### config.mk
export PLATFORM = sky130hd
export DESIGN_NAME = draw_flyer_array
export DESIGN_NICKNAME = d
export VERILOG_FILES = /design/src/rtl/flyer_pkg.sv /design/src/rtl/draw_flyer_array_lfsr.sv /design/src/rtl/draw_flyer_array.sv
export SDC_FILE = /design/constraint.sdc
export NUM_CORES = 1
export LEC_CHECK = 0
export BUFFER_PORTS_ARGS = -buffer_cell sky130_fd_sc_hd__buf_4
export CORE_MARGIN = 2
export CORE_UTILIZATION = 30
export CTS_CLUSTER_DIAMETER = 200
export DETAILED_ROUTE_END_ITERATION = 8
export GPL_TIMING_DRIVEN = 0
export PLACE_DENSITY = 0.55
export SETUP_SLACK_MARGIN = 0.2
export SLEW_MARGIN = 10
export SYNTH_ARGS = -nofsm -noshare
export SYNTH_HDL_FRONTEND = slang
export SYNTH_SLANG_ARGS = --single-unit
### constraint.sdc
create_clock -name Clk -period 11.4 [get_ports Clk]
set_input_delay 1.71 -clock Clk [delete_from_list [all_inputs] [get_ports Clk]]
set_output_delay 1.71 -clock Clk [all_outputs]
set_load 0.05 [all_outputs]
### src/rtl/flyer_pkg.sv
// Shared types and constants for the flyer sprite array: slot states,
// spawn height table and default sprite ROM bases.
package flyer_pkg;

  typedef enum logic {
    S_IDLE = 1'b0,
    S_FLY  = 1'b1
  } slot_state_t;

  localparam int          PosY_OFF   = 480;
  localparam logic [17:0] SPR_BASE_A = 18'd171995;
  localparam logic [17:0] SPR_BASE_B = 18'd179355;
  localparam logic [5:0]  LFSR_SEED  = 6'b101010;

  localparam logic [10:0] HEIGHT_TBL [3] = '{11'd210, 11'd270, 11'd300};

  // Random value buckets: 16/64 low, 32/64 middle, 16/64 high.
  function automatic logic [10:0] spawn_height(input logic [5:0] lfsr);
    if (lfsr < 6'd16) begin
      return HEIGHT_TBL[0];
    end else if (lfsr < 6'd48) begin
      return HEIGHT_TBL[1];
    end else begin
      return HEIGHT_TBL[2];
    end
  endfunction

endpackage

### src/rtl/draw_flyer_array_lfsr.sv
// Fibonacci LFSR for x^6+x^5+1, stepping only when enabled.
module draw_flyer_array_lfsr #(
  parameter int               WIDTH = 6,
  parameter logic [WIDTH-1:0] SEED  = 6'b101010
) (
  input  logic             i_clk,
  input  logic             i_rst_n,
  input  logic             i_en,
  output logic [WIDTH-1:0] o_q
);

  logic [WIDTH-1:0] r_q;

  always_ff @(posedge i_clk or negedge i_rst_n) begin
    if (!i_rst_n) begin
      r_q <= SEED;
    end else if (i_en) begin
      r_q <= {r_q[WIDTH-2:0], r_q[WIDTH-1] ^ r_q[WIDTH-2]};
    end
  end

  assign o_q = r_q;

endmodule

### src/rtl/draw_flyer_array.sv
// Flyer sprite array: spawns, moves and animates up to four flyers and
// returns the registered sprite ROM address for the queried pixel.
module draw_flyer_array
  import flyer_pkg::*;
#(
  parameter int          N_FLYERS   = 2,
  parameter int          SPR_W      = 92,
  parameter int          SPR_H      = 80,
  parameter logic [17:0] BASE_A     = SPR_BASE_A,
  parameter logic [17:0] BASE_B     = SPR_BASE_B,
  parameter int          ANIM_TICKS = 10,
  parameter int          SPEED      = 4,
  parameter int          SPAWN_X    = 1000,
  parameter int          MIN_GAP    = 300
) (
  input  logic                         Clk,
  input  logic                         Reset_n,
  input  logic                         frame_tick,
  input  logic                         Dead,
  input  logic                         Speed_up,
  input  logic                         spawn_en,
  input  logic [9:0]                   WriteX,
  input  logic [9:0]                   WriteY,
  output logic                         flyer_on,
  output logic [17:0]                  address,
  output logic [1:0]                   hit_idx,
  output logic [N_FLYERS-1:0]          active_mask,
  output logic [N_FLYERS-1:0][10:0]    Flyer_PosX,
  output logic [N_FLYERS-1:0][10:0]    Flyer_PosY
);

  localparam int                 CNT_W     = $clog2(ANIM_TICKS + 1);
  localparam logic signed [10:0] SPAWN_X_S = 11'(SPAWN_X);
  localparam logic signed [10:0] GAP_LIM   = 11'(SPAWN_X - MIN_GAP);
  localparam logic signed [10:0] EXIT_X    = 11'(-SPR_W);
  localparam logic signed [10:0] STEP_N    = 11'(SPEED);
  localparam logic signed [10:0] STEP_F    = 11'(2 * SPEED);
  localparam logic signed [10:0] POSY_RST  = 11'(PosY_OFF);
  localparam logic signed [11:0] SPR_W_S   = 12'(SPR_W);
  localparam logic signed [11:0] SPR_H_S   = 12'(SPR_H);

  logic [5:0]          w_lfsr;
  logic [N_FLYERS-1:0] w_fly;
  logic [N_FLYERS-1:0] w_spawnSel;
  logic [N_FLYERS-1:0] w_hit;
  logic signed [10:0]  w_posX [N_FLYERS];
  logic [17:0]         w_off  [N_FLYERS];
  logic                w_blocked;
  logic                w_found;
  logic                w_spawnGo;
  logic [CNT_W-1:0]    r_wingCnt;
  logic                r_frameSel;
  logic [17:0]         w_base;
  logic [17:0]         w_addr;
  logic [1:0]          w_idx;
  logic                w_anyHit;

  draw_flyer_array_lfsr #(
    .WIDTH (6),
    .SEED  (LFSR_SEED)
  ) u_lfsr (
    .i_clk   (Clk),
    .i_rst_n (Reset_n),
    .i_en    (frame_tick),
    .o_q     (w_lfsr)
  );

  // Wing flap: one shared counter so every flyer flaps in step.
  always_ff @(posedge Clk or negedge Reset_n) begin
    if (!Reset_n) begin
      r_wingCnt  <= CNT_W'(1);
      r_frameSel <= 1'b0;
    end else if (frame_tick && !Dead) begin
      if (r_wingCnt == CNT_W'(ANIM_TICKS)) begin
        r_wingCnt  <= CNT_W'(1);
        r_frameSel <= ~r_frameSel;
      end else begin
        r_wingCnt <= r_wingCnt + CNT_W'(1);
      end
    end
  end

  always_comb begin
    w_blocked  = 1'b0;
    w_found    = 1'b0;
    w_spawnSel = '0;
    for (int i = 0; i < N_FLYERS; i++) begin
      if (w_fly[i] && (w_posX[i] > GAP_LIM)) begin
        w_blocked = 1'b1;
      end
      if (!w_found && !w_fly[i]) begin
        w_spawnSel[i] = 1'b1;
        w_found       = 1'b1;
      end
    end
    w_spawnGo = frame_tick & spawn_en & ~Dead & w_lfsr[0] & ~w_blocked;
  end

  for (genvar g = 0; g < N_FLYERS; g++) begin : g_slot
    slot_state_t        r_state;
    logic signed [10:0] r_posX;
    logic signed [10:0] r_posY;
    logic signed [10:0] w_nextX;
    logic signed [11:0] w_dx;
    logic signed [11:0] w_dy;

    assign w_nextX = r_posX - (Speed_up ? STEP_F : STEP_N);

    always_ff @(posedge Clk or negedge Reset_n) begin
      if (!Reset_n) begin
        r_state <= S_IDLE;
        r_posX  <= SPAWN_X_S;
        r_posY  <= POSY_RST;
      end else if (frame_tick) begin
        if (r_state == S_IDLE) begin
          if (w_spawnGo && w_spawnSel[g]) begin
            r_state <= S_FLY;
            r_posX  <= SPAWN_X_S;
            r_posY  <= spawn_height(w_lfsr);
          end
        end else if (!Dead) begin
          if (w_nextX <= EXIT_X) begin
            r_state <= S_IDLE;
            r_posX  <= SPAWN_X_S;
            r_posY  <= POSY_RST;
          end else begin
            r_posX <= w_nextX;
          end
        end
      end
    end

    // Offsets are signed so a sprite hanging off the left edge still draws.
    assign w_dx = $signed({2'b00, WriteX}) - $signed({r_posX[10], r_posX});
    assign w_dy = $signed({2'b00, WriteY}) - $signed({r_posY[10], r_posY});

    assign w_hit[g] = (r_state == S_FLY) &&
                      (w_dx >= 12'sd0) && (w_dx < SPR_W_S) &&
                      (w_dy >= 12'sd0) && (w_dy < SPR_H_S);
    assign w_off[g] = 18'($unsigned(w_dy)) * 18'(SPR_W) + 18'($unsigned(w_dx));

    assign w_fly[g]      = (r_state == S_FLY);
    assign w_posX[g]     = r_posX;
    assign Flyer_PosX[g] = r_posX;
    assign Flyer_PosY[g] = r_posY;
  end

  assign active_mask = w_fly;
  assign w_base      = r_frameSel ? BASE_B : BASE_A;

  // Walk from the top index down so the lowest hitting slot wins.
  always_comb begin
    w_anyHit = 1'b0;
    w_idx    = '0;
    w_addr   = '0;
    for (int i = N_FLYERS - 1; i >= 0; i--) begin
      if (w_hit[i]) begin
        w_anyHit = 1'b1;
        w_idx    = 2'(i);
        w_addr   = w_base + w_off[i];
      end
    end
  end

  always_ff @(posedge Clk or negedge Reset_n) begin
    if (!Reset_n) begin
      flyer_on <= 1'b0;
      address  <= '0;
      hit_idx  <= '0;
    end else begin
      flyer_on <= w_anyHit;
      address  <= w_addr;
      hit_idx  <= w_idx;
    end
  end

endmodule

==> metrics, run 1 <==
WL per Instance 14.7 µm; most frequent cell after synthesis inv_1; CTS Buffer Depth 2; fin crit period 8010 ps; met3 Usage GRT 2.14%; Slew Limit Fails 0; Inserted Clock Buffers 9; pin count of the biggest net entering global routing 64; Port Buffers 80; Post-synth EDFFs 0; Sink Count 63; Layout area overhead 15.8%; fill count 3252; GPL Wtd Cong 0.861; Die X 179 µm; outcome complete, no violations; Total Die Area 32100 µm²; DR pass1 iterations 5; DRC Markers 0; IO Count 93; CP Class primary input to register; Rel. slew slack 42.4%; Final Util 35.0%; Final Cycle Share 70.2%; Synth area leader ha_1; R2R Path Start g_slot[1].r_posY[1]$_DFFE_PN0P_; initial drt markers 347; RSZ-0062 raised after global routing no; vias in the first global route 7458; Die H 179 µm; GRT met1 Usage 19.2%; Hold WC Path Type register to register; Seq/Total Area, Yosys 17.4%; Via Count 7721; Antenna Nets Post-Route 0; ys async rst share 100%; Synth cell types 74; Fin. Hold Viols 0; diode count 0; gr busiest metal met2; Post-Syn Area per Cell 8.40 µm²; grt total ovfl 0; Setup violations, final 0; synth cell count leaders 196 x inv_1, 154 x ha_1, 65 x nor2_1; H-tree Lvls 3; flops & latches, synth 63; dpl hpwl 20000 µm; Total GRT Usage 15.0%; Arrival @ worst endpoint 8250 ps; Starting Density 30.3%; core area 30400 µm²; drt total wl 23500 µm; met2 Use GR 25.8%; ys flop type dfrtp_1; Placement Rows 64; Vias per Instance 4.83; clk_lat worst skew 350 ps; clock slew at reported path FFs 60 ps; Syn Inst Count 1096; WP data required 11650 ps; share of cells above drive strength 1 13.5%; placed cell area 10300 µm²; hold buffers post-CTS 0; Worst Tran Pin Value 864 ps; HP Start g_slot[0].r_posY[5]$_DFFE_PN1P_; Crit Path Max Fanout 5; Design Area, Final 10700 µm²; clock root buffer master clkbuf_16; initial antenna violation count 0; Nets 1426; Max Cap Viol 0; top cell type's share of synthesized area 20.9%; post-CTS sizing 0; Critical Path Start WriteY[1]; Fin Clk Skew 9.81 ps; Post-CTS Setup Bufs 0; Synth area leaders ha_1 21%, dfrtp_1 11%, fa_1 10%; CTS tree done; setup_tns 0 ps; Mapped Area 9210 µm²; CP Capture Type register; YS warnings 0; fmax 0.125 GHz; first-pass GRT wire length 37500 µm; startpoint type of the worst setup path primary input
-- area by class of cell --
| type | count | area, µm² | area share (%) |
|---|---|---|---|
| Inverter | 196 | 736 | 6.90 |
| Buffer | 34 | 205 | 1.92 |
| Clock buffer | 11 | 253 | 2.37 |
| Multi-Input combinational cell | 814 | 6700 | 62.9 |
| Timing Repair Buffer | 80 | 601 | 5.63 |
| Tap cell | 396 | 495 | 4.65 |
| Sequential cell | 63 | 1600 | 15.0 |
| Clock inverter | 5 | 62.6 | 0.587 |
-- critical path, stage by stage --
cell and delay, ps:
buf_4 100, inv_1 140, ha_1 200, inv_1 50
fa_1 390, a211oi_1 400, nor2_1 110, xnor2_1 390
inv_1 200, ha_1 350, fa_1 510, inv_1 50
fa_1 500, inv_1 40, ha_1 230, a2111oi_0 590
o21bai_1 190, xnor2_1 160, ha_1 270, inv_1 40
ha_1 360, nand3_1 100, o2111ai_1 220, a21oi_1 140
o21ai_0 230, o21ai_0 150, xnor2_1 180, o31ai_1 230
-- cells by family (layout without fill, tap and decap cells) --
logic type / count (synthesis) / in the layout / share of synthesized area (%)
adder cells (fa/ha/maj): 202 / 202 / 31.4
flip-flops: 63 / 63 / 17.4
AND/OR/NAND/NOR: 249 / 249 / 13.5
other: 2 / 13 / 0.0816
buffers and inverters: 230 / 326 / 10.2
AO/OA/AOI/OAI: 263 / 263 / 19.0
XOR/XNOR: 83 / 83 / 7.98
multiplexers: 4 / 4 / 0.489
-- per-layer routing --
layer / up-vias / share of wire (%)
met2: 103 / 49
met3: 26 / 3.2
met5: - / 0
met1: 3686 / 45
met4: 0 / 2.3
li1: 3906 / -
-- sequential cells by signal, summed over array words and instances (netlist names) --
register / cells
u_lfsr.o_q: 6
hit_idx: 1
address: 18
flyer_on: 1
r_frameSel: 1
g_slot.r_state: 2
r_wingCnt: 4
g_slot.r_posY: 12
g_slot.r_posX: 18
-- cell usage in the layout, fill, tap and decap left out, types with 13 or more instances in the layout --
master      n
nand3_1    18
xor2_1     30
nand2b_1   22
o21ai_0    64
ha_1      154
nor2b_1    19
fa_1       48
conb_1     13
a21o_1     20
xnor2_1    52
nor3_1     25
a21oi_1    57
nand2_1    53
nor2_1     65
inv_1     196
dfstp_2    22
buf_4      97
o31ai_1    14
dfrtp_1    41
-- final timing paths --
kind,endpoint,slack [ps],cells past startpoint
setup / recovery,address[15]$_DFF_PN0_,3390,28
hold / removal,g_slot[0].r_posY[5]$_DFFE_PN1P_,500,2
setup reg to reg,address[15]$_DFF_PN0_,4600,26
hold reg to reg,g_slot[0].r_posY[5]$_DFFE_PN1P_,500,2
max in group asynchronous,address[3]$_DFF_PN0_,9350,1
min in group asynchronous,u_lfsr.o_q[2]$_DFFE_PN0P_,1440,1
-- stage by stage --
step | worst slack (ps) | hold WS (ps) | instances
detailed placement | 3050 | 501 | 1583
CTS | 3390 | 510 | 1599
global route | 2710 | 533 | 1599
global placement | 3110 | 490 | 1583
floorplan | 4290 | 472 | 1107
finish | 3390 | 501 | 1599
Power of run 1 is left out: the tool's default activity adds up to more than one toggle a clock period on the data nets, which glitch-free logic cannot reach.
==> run 2: changes to the inputs <==
Settings changed: ABC_AREA set to 1, PLACE_DENSITY 0.55 to 0.57.
Clock period 11.4 ns to 6.4 ns, I/O delays scaled along.
==> metrics, run 2 <==
outcome complete, no violations; clk_lat worst skew 360 ps (about the same); Fin Clk Skew 18.5 ps (+8.72 ps); Seq/Total Area, Yosys 16.1% (-1.3 points); DRC Markers 0 (unchanged); cell family with most CP delay adder cells; Critical path buffers and inverters 7 (unchanged); Synth area leaders ha_1 19%, nand2_1 13%, inv_1 11%; R2R Setup Slk 660 ps (-3940 ps); Fin. Hold Viols 0 (unchanged); drt total wl 25800 µm (+9.7%); Nets 1747 (+23%); Mapped Area 9940 µm² (+7.9%); largest registers address (18), g_slot.r_posX (18), g_slot.r_posY (12); Starting Density 30.5% (+0.21 points); grt total ovfl 0 (unchanged); CP max stage cell fa_1; Synth area leader ha_1; hold depth 2 (unchanged); Max Cap Viol 0 (unchanged); flops & latches, synth 63 (unchanged); Synth cell types 47 (-36%); DR pass1 iterations 5 (unchanged); CTS Buffer Depth 2 (unchanged); GPL Wtd Cong 0.875 (+1.7%); dpl hpwl 21900 µm (+9.4%); placed cell area 11100 µm² (+7.6%); Placement Rows 66 (+3.1%); final hold slack 487 ps (-13.6 ps); Die X 186 µm (+3.8%); R2R Path Start g_slot[1].r_posY[3]$_DFFE_PN0P_; Syn Inst Count 1411 (+29%); Total GRT Usage 15.2% (+0.23 points); Sink Count 63 (unchanged); WP data required 6630 ps (-5020 ps); Port Buffers 80 (unchanged); most frequent cell after synthesis nand2_1; initial antenna violation count 0 (unchanged); startpoint type of the worst setup path primary input; Worst Tran Pin Value 845 ps (-18.9 ps); pin count of the biggest net entering global routing 64 (unchanged); HP Start g_slot[1].r_posY[5]$_DFFE_PN1P_; synth cell count leaders 338 x nand2_1, 291 x inv_1, 154 x ha_1; Antenna Nets Post-Route 0 (unchanged); RR Endpoint address[15]$_DFF_PN0_; Layout area overhead 20.6%; Total Die Area 34600 µm² (+7.7%); diode count 0 (unchanged); ys async rst share 100% (unchanged); Critical Path Start WriteY[1]; most frequent cells in the layout 329 x nand2_1, 288 x inv_1, 134 x ha_1; Post-Syn Area per Cell 7.04 µm² (-16%); initial drt markers 545 (+57%); CP max stage delay 510 ps (-80 ps); share of cells above drive strength 1 17.3% (+3.9 points); Hold WC Path Type register to register; Hold Path Sink g_slot[1].r_posY[5]$_DFFE_PN1P_; first-pass GRT wire length 41600 µm (+11%); core area 32600 µm² (+7.2%); fill count 3433 (+5.6%); Design Area, Final 12000 µm² (+12%); Arrival @ worst endpoint 6180 ps (-2070 ps); Slew Limit Fails 0 (unchanged); CP Class primary input to register; WL per Instance 13.1 µm (-11%); FF-to-FF path depth 29 (+12%); Rel. slew slack 43.7% (+1.3 points); Setup violations, final 0 (unchanged); CTS tree done; Final Cycle Share 93.0%; RSZ-0062 raised after global routing yes; commonest non-fill, non-tap cell in the layout nand2_1; YS warnings 0 (unchanged); clock root buffer master clkbuf_16; ys flop type dfrtp_1; Vias per Instance 4.54 (-6.0%); Crit Path Max Fanout 5 (unchanged); IO Count 93 (unchanged); top cell type's share of synthesized area 19.4% (-1.5 points); CP Capture Type register; Via Count 8928 (+16%); Post-synth EDFFs 0 (unchanged); Inserted Clock Buffers 9 (unchanged); clock slew at reported path FFs 60 ps (about the same); fin crit period 5950 ps; Die H 186 µm (+3.8%); H-tree Lvls 3 (unchanged); vias in the first global route 8459 (+13%); CP dominant cell by count inv_1; fmax 0.168 GHz
## run 2: worst max path at each step
| stage | end | slack [ps] | cells after the start |
|---|---|---|---|
| after global placement | address[13]$_DFF_PN0_ | -490 | 25 |
| after CTS | address[13]$_DFF_PN0_ | 200 | 27 |
| after detailed placement | address[13]$_DFF_PN0_ | -560 | 25 |
| final | address[15]$_DFF_PN0_ | 450 | 29 |
| after global routing | address[15]$_DFF_PN0_ | 140 | 29 |
| after floorplan | address[13]$_DFF_PN0_ | 310 | 24 |
## run 2: logic make-up (layout without fill, tap and decap cells)
kind of cell             Yosys count  after routing  synth area share, %
XOR/XNOR                          72             72                 6.57
adder cells (fa/ha/maj)          202            202                 29.1
AO/OA/AOI/OAI                    165            165                 9.49
other                              2             13               0.0756
buffers and inverters            330            432                 13.4
flip-flops                        63             63                 16.1
AND/OR/NAND/NOR                  577            577                 25.3
## run 2: worst register-to-register path: cells and delay by family, from the launching register on
family	cells	cell delay (ps)
flip-flops	1	440
AND/OR/NAND/NOR	9	1020
adder cells (fa/ha/maj)	7	2670
XOR/XNOR	1	150
buffers and inverters	6	440
AO/OA/AOI/OAI	6	880
## run 2: routing by layer
layer | up-vias | wire (µm) | GRT usage (%)
li1 | 4643 | - | -
met1 | 4073 | 12700 | 21.2
met2 | 181 | 11600 | 24.5
met3 | 31 | 1070 | 2.39
met4 | 0 | 442 | 3.65
met5 | - | 0 | 0
## run 2: what timing repair did
item                                   4_1_cts  5_1_grt
resized for setup                           11       86
buffers inserted                             1        5
setup endpoints to repair                    6        8
pin swaps                                    1       23
hold buffers                                 0        0
gates cloned                                 0        0
endpoints found under the hold margin        0        0
## run 2: area by class of cell
class / count / area [µm²] / area share, %
buffer: 24 / 179 / 1.49
inverter: 306 / 1150 / 9.60
clock inverter: 7 / 128 / 1.06
clock buffer: 9 / 225 / 1.88
multi-input combinational: 1029 / 7500 / 62.6
sequential: 63 / 1600 / 13.4
timing repair buffer: 86 / 646 / 5.39
tap: 442 / 553 / 4.61
## run 2: per-stage QoR
step                instances  setup TNS, ps  util, %  setup WS (ps)
floorplan                1422              0        -            313
detailed placement       1944          -2370     34.1           -559
global route             1966              0     36.8            144
global placement         1944          -2010     34.1           -488
finish                   1966              0     36.8            448
CTS                      1961              0     35.4            201
Power of run 2 is left out for the same reason.
==> run 3: changes to the inputs <==
Settings changed: SYNTH_HIERARCHICAL set to 1.
==> metrics, run 3 <==
fmax 0.168 GHz (+0.20%); CP max stage delay 500 ps (about the same); R2R Setup Slk 590 ps (-70 ps); Post-synth EDFFs 0 (unchanged); share of cells above drive strength 1 17.8% (+0.48 points); initial antenna violation count 0 (unchanged); hold depth 2 (unchanged); fin crit period 5940 ps (-11.8 ps); commonest non-fill, non-tap cell in the layout nand2_1; Syn Inst Count 1356 (-3.9%); Hold WC Path Type register to register; GPL Wtd Cong 0.837 (-4.4%); WP data required 6620 ps (about the same); startpoint type of the worst setup path primary input; YS warnings 6 (+6); Design Area, Final 11800 µm² (-1.8%); Die X 185 µm (-0.69%); Fin Clk Skew 17.6 ps (-0.926 ps); CTS Buffer Depth 2 (unchanged); Fin. Hold Viols 0 (unchanged); Layout area overhead 20.2%; R2R Path Start g_slot[1].r_posY[3]$_DFFE_PN0P_; Critical Path Start WriteY[1]; IO Count 93 (unchanged); DR pass1 iterations 5 (unchanged); Crit Path Max Fanout 5 (unchanged); pin count of the biggest net entering global routing 64 (unchanged); hold buffers post-CTS 0 (unchanged); Synth cell types 50 (+6.4%); Mapped Area 9800 µm² (-1.4%); clock slew at reported path FFs 60 ps (about the same); Seq/Total Area, Yosys 16.4% (+0.23 points); WL per Instance 13.3 µm (+1.2%); first-pass GRT wire length 41300 µm (-0.66%); Max Cap Viol 0 (unchanged); HP Start u_lfsr/o_q[3]$_DFFE_PN1P_; synth cell count leaders 295 x nand2_1, 266 x inv_1, 152 x ha_1; clock root buffer master clkbuf_16; Total GRT Usage 15.2% (-0.022 points); vias in the first global route 8463 (+0.047%); Worst Tran Pin Value 827 ps (-18.4 ps); Die H 185 µm (-0.69%); core area 32400 µm² (-0.76%); CP dominant cell by count nand2_1; Via Count 8718 (-2.4%); most frequent cell after synthesis nand2_1; drt total wl 25400 µm (-1.5%); RR Endpoint address[16]$_DFF_PN0_; Sink Count 63 (unchanged); Inserted Clock Buffers 9 (unchanged); ys async rst share 100% (unchanged); Port Buffers 81 (+1.3%); most frequent cells in the layout 289 x nand2_1, 265 x inv_1, 138 x ha_1; flops & latches, synth 63 (unchanged); dpl hpwl 21600 µm (-1.4%); Rel. slew slack 44.9% (+1.2 points); Post-Syn Area per Cell 7.23 µm² (+2.6%); CP max stage cell fa_1; Arrival @ worst endpoint 6160 ps (-20 ps); FF-to-FF path depth 28 (-3.4%); CTS tree done; Synth area leader ha_1; diode count 0 (unchanged); H-tree Lvls 3 (unchanged); grt total ovfl 0 (unchanged); largest registers address (18), g_slot.r_posX (18), g_slot.r_posY (12); CP Class primary input to register; Slew Limit Fails 0 (unchanged); Starting Density 30.3% (-0.20 points); initial drt markers 462 (-15%); Nets 1693 (-3.1%); CP Capture Type register; outcome complete, no violations; Final Cycle Share 92.8% (-0.18 points); Vias per Instance 4.55 (+0.30%); Setup violations, final 0 (unchanged); Total Die Area 34100 µm² (-1.4%); placed cell area 11000 µm² (-1.2%); Antenna Nets Post-Route 0 (unchanged); Hold Path Sink u_lfsr/o_q[3]$_DFFE_PN1P_; top cell type's share of synthesized area 19.4% (+0.019 points); Synth area leaders ha_1 19%, nand2_1 11%, dfrtp_1 10%; ys flop type dfrtp_1; DRC Markers 0 (unchanged); clk_lat worst skew 360 ps (about the same); Placement Rows 66 (unchanged); RSZ-0062 raised after global routing yes
run 3: cell types whose count changed after synthesis, moves of 5 or more:
cell | previous run | this run
nand2_1 | 338 | 295
nand2_2 | 6 | 13
nor2_1 | 80 | 85
inv_1 | 291 | 266
a21o_1 | 9 | 4
nand3_1 | 91 | 86
inv_2 | 15 | 7
a21oi_1 | 65 | 77
run 3: critical path: cells and delay by family:
family          cells  cell delay (ps)
compound gates      2              250
xor+xnor            2              360
fa+ha+maj           8             2740
buf+inv             6              460
simple gates       15             1370
run 3: cell families after synthesis:
kind of cell / after synthesis / synth area share (%)
other cells: 2 / 0.0766
buf+inv: 301 / 12.7
simple gates: 541 / 24.7
xor+xnor: 73 / 6.76
compound gates: 176 / 10.2
flops: 63 / 16.4
fa+ha+maj: 200 / 29.2
run 3: layout make-up:
type | instances | area, µm²
Fill cell | 3503 | 20600
Multi-Input combinational cell | 1003 | 7370
Sequential cell | 63 | 1600
Inverter | 275 | 1040
Timing Repair Buffer | 89 | 668
Tap cell | 442 | 553
Clock buffer | 12 | 256
Buffer | 26 | 209
Clock inverter | 4 | 77.6
run 3: repair_timing:
action,4_1_cts,5_1_grt
setup endpoints to repair,6,8
pin swaps,1,15
gates resized for setup,8,80
setup buffers,1,7
run 3: per-stage QoR:
step                      util (%)  TNS, ps  cells  setup slack, ps  hold WS (ps)
after floorplan                  -        0   1367              408           442
after global placement        34.0    -1930   1890             -411           451
after detailed placement      34.0    -1810   1890             -417           457
after CTS                     35.2        0   1907              141           466
after global routing          36.4        0   1914              157           497
final                         36.4        0   1914              459           461
run 3: worst max-delay path by stage:
stage | to | slack [ps] | cells after the start
global placement | address[16]$_DFF_PN0_ | -410 | 33
global route | address[16]$_DFF_PN0_ | 160 | 28
detailed placement | address[16]$_DFF_PN0_ | -420 | 33
CTS | address[16]$_DFF_PN0_ | 140 | 31
floorplan | address[16]$_DFF_PN0_ | 410 | 31
finish | address[16]$_DFF_PN0_ | 460 | 33
run 3: layer usage:
metal / GRT usage, % / vias to the layer above / routed length (µm)
li1: - / 4522 / -
met4: 3.46 / 0 / 391
met3: 2.55 / 29 / 1010
met2: 24.8 / 169 / 11500
met1: 20.9 / 3998 / 12500
met5: 0 / - / 0
Power of run 3 is left out for the same reason.
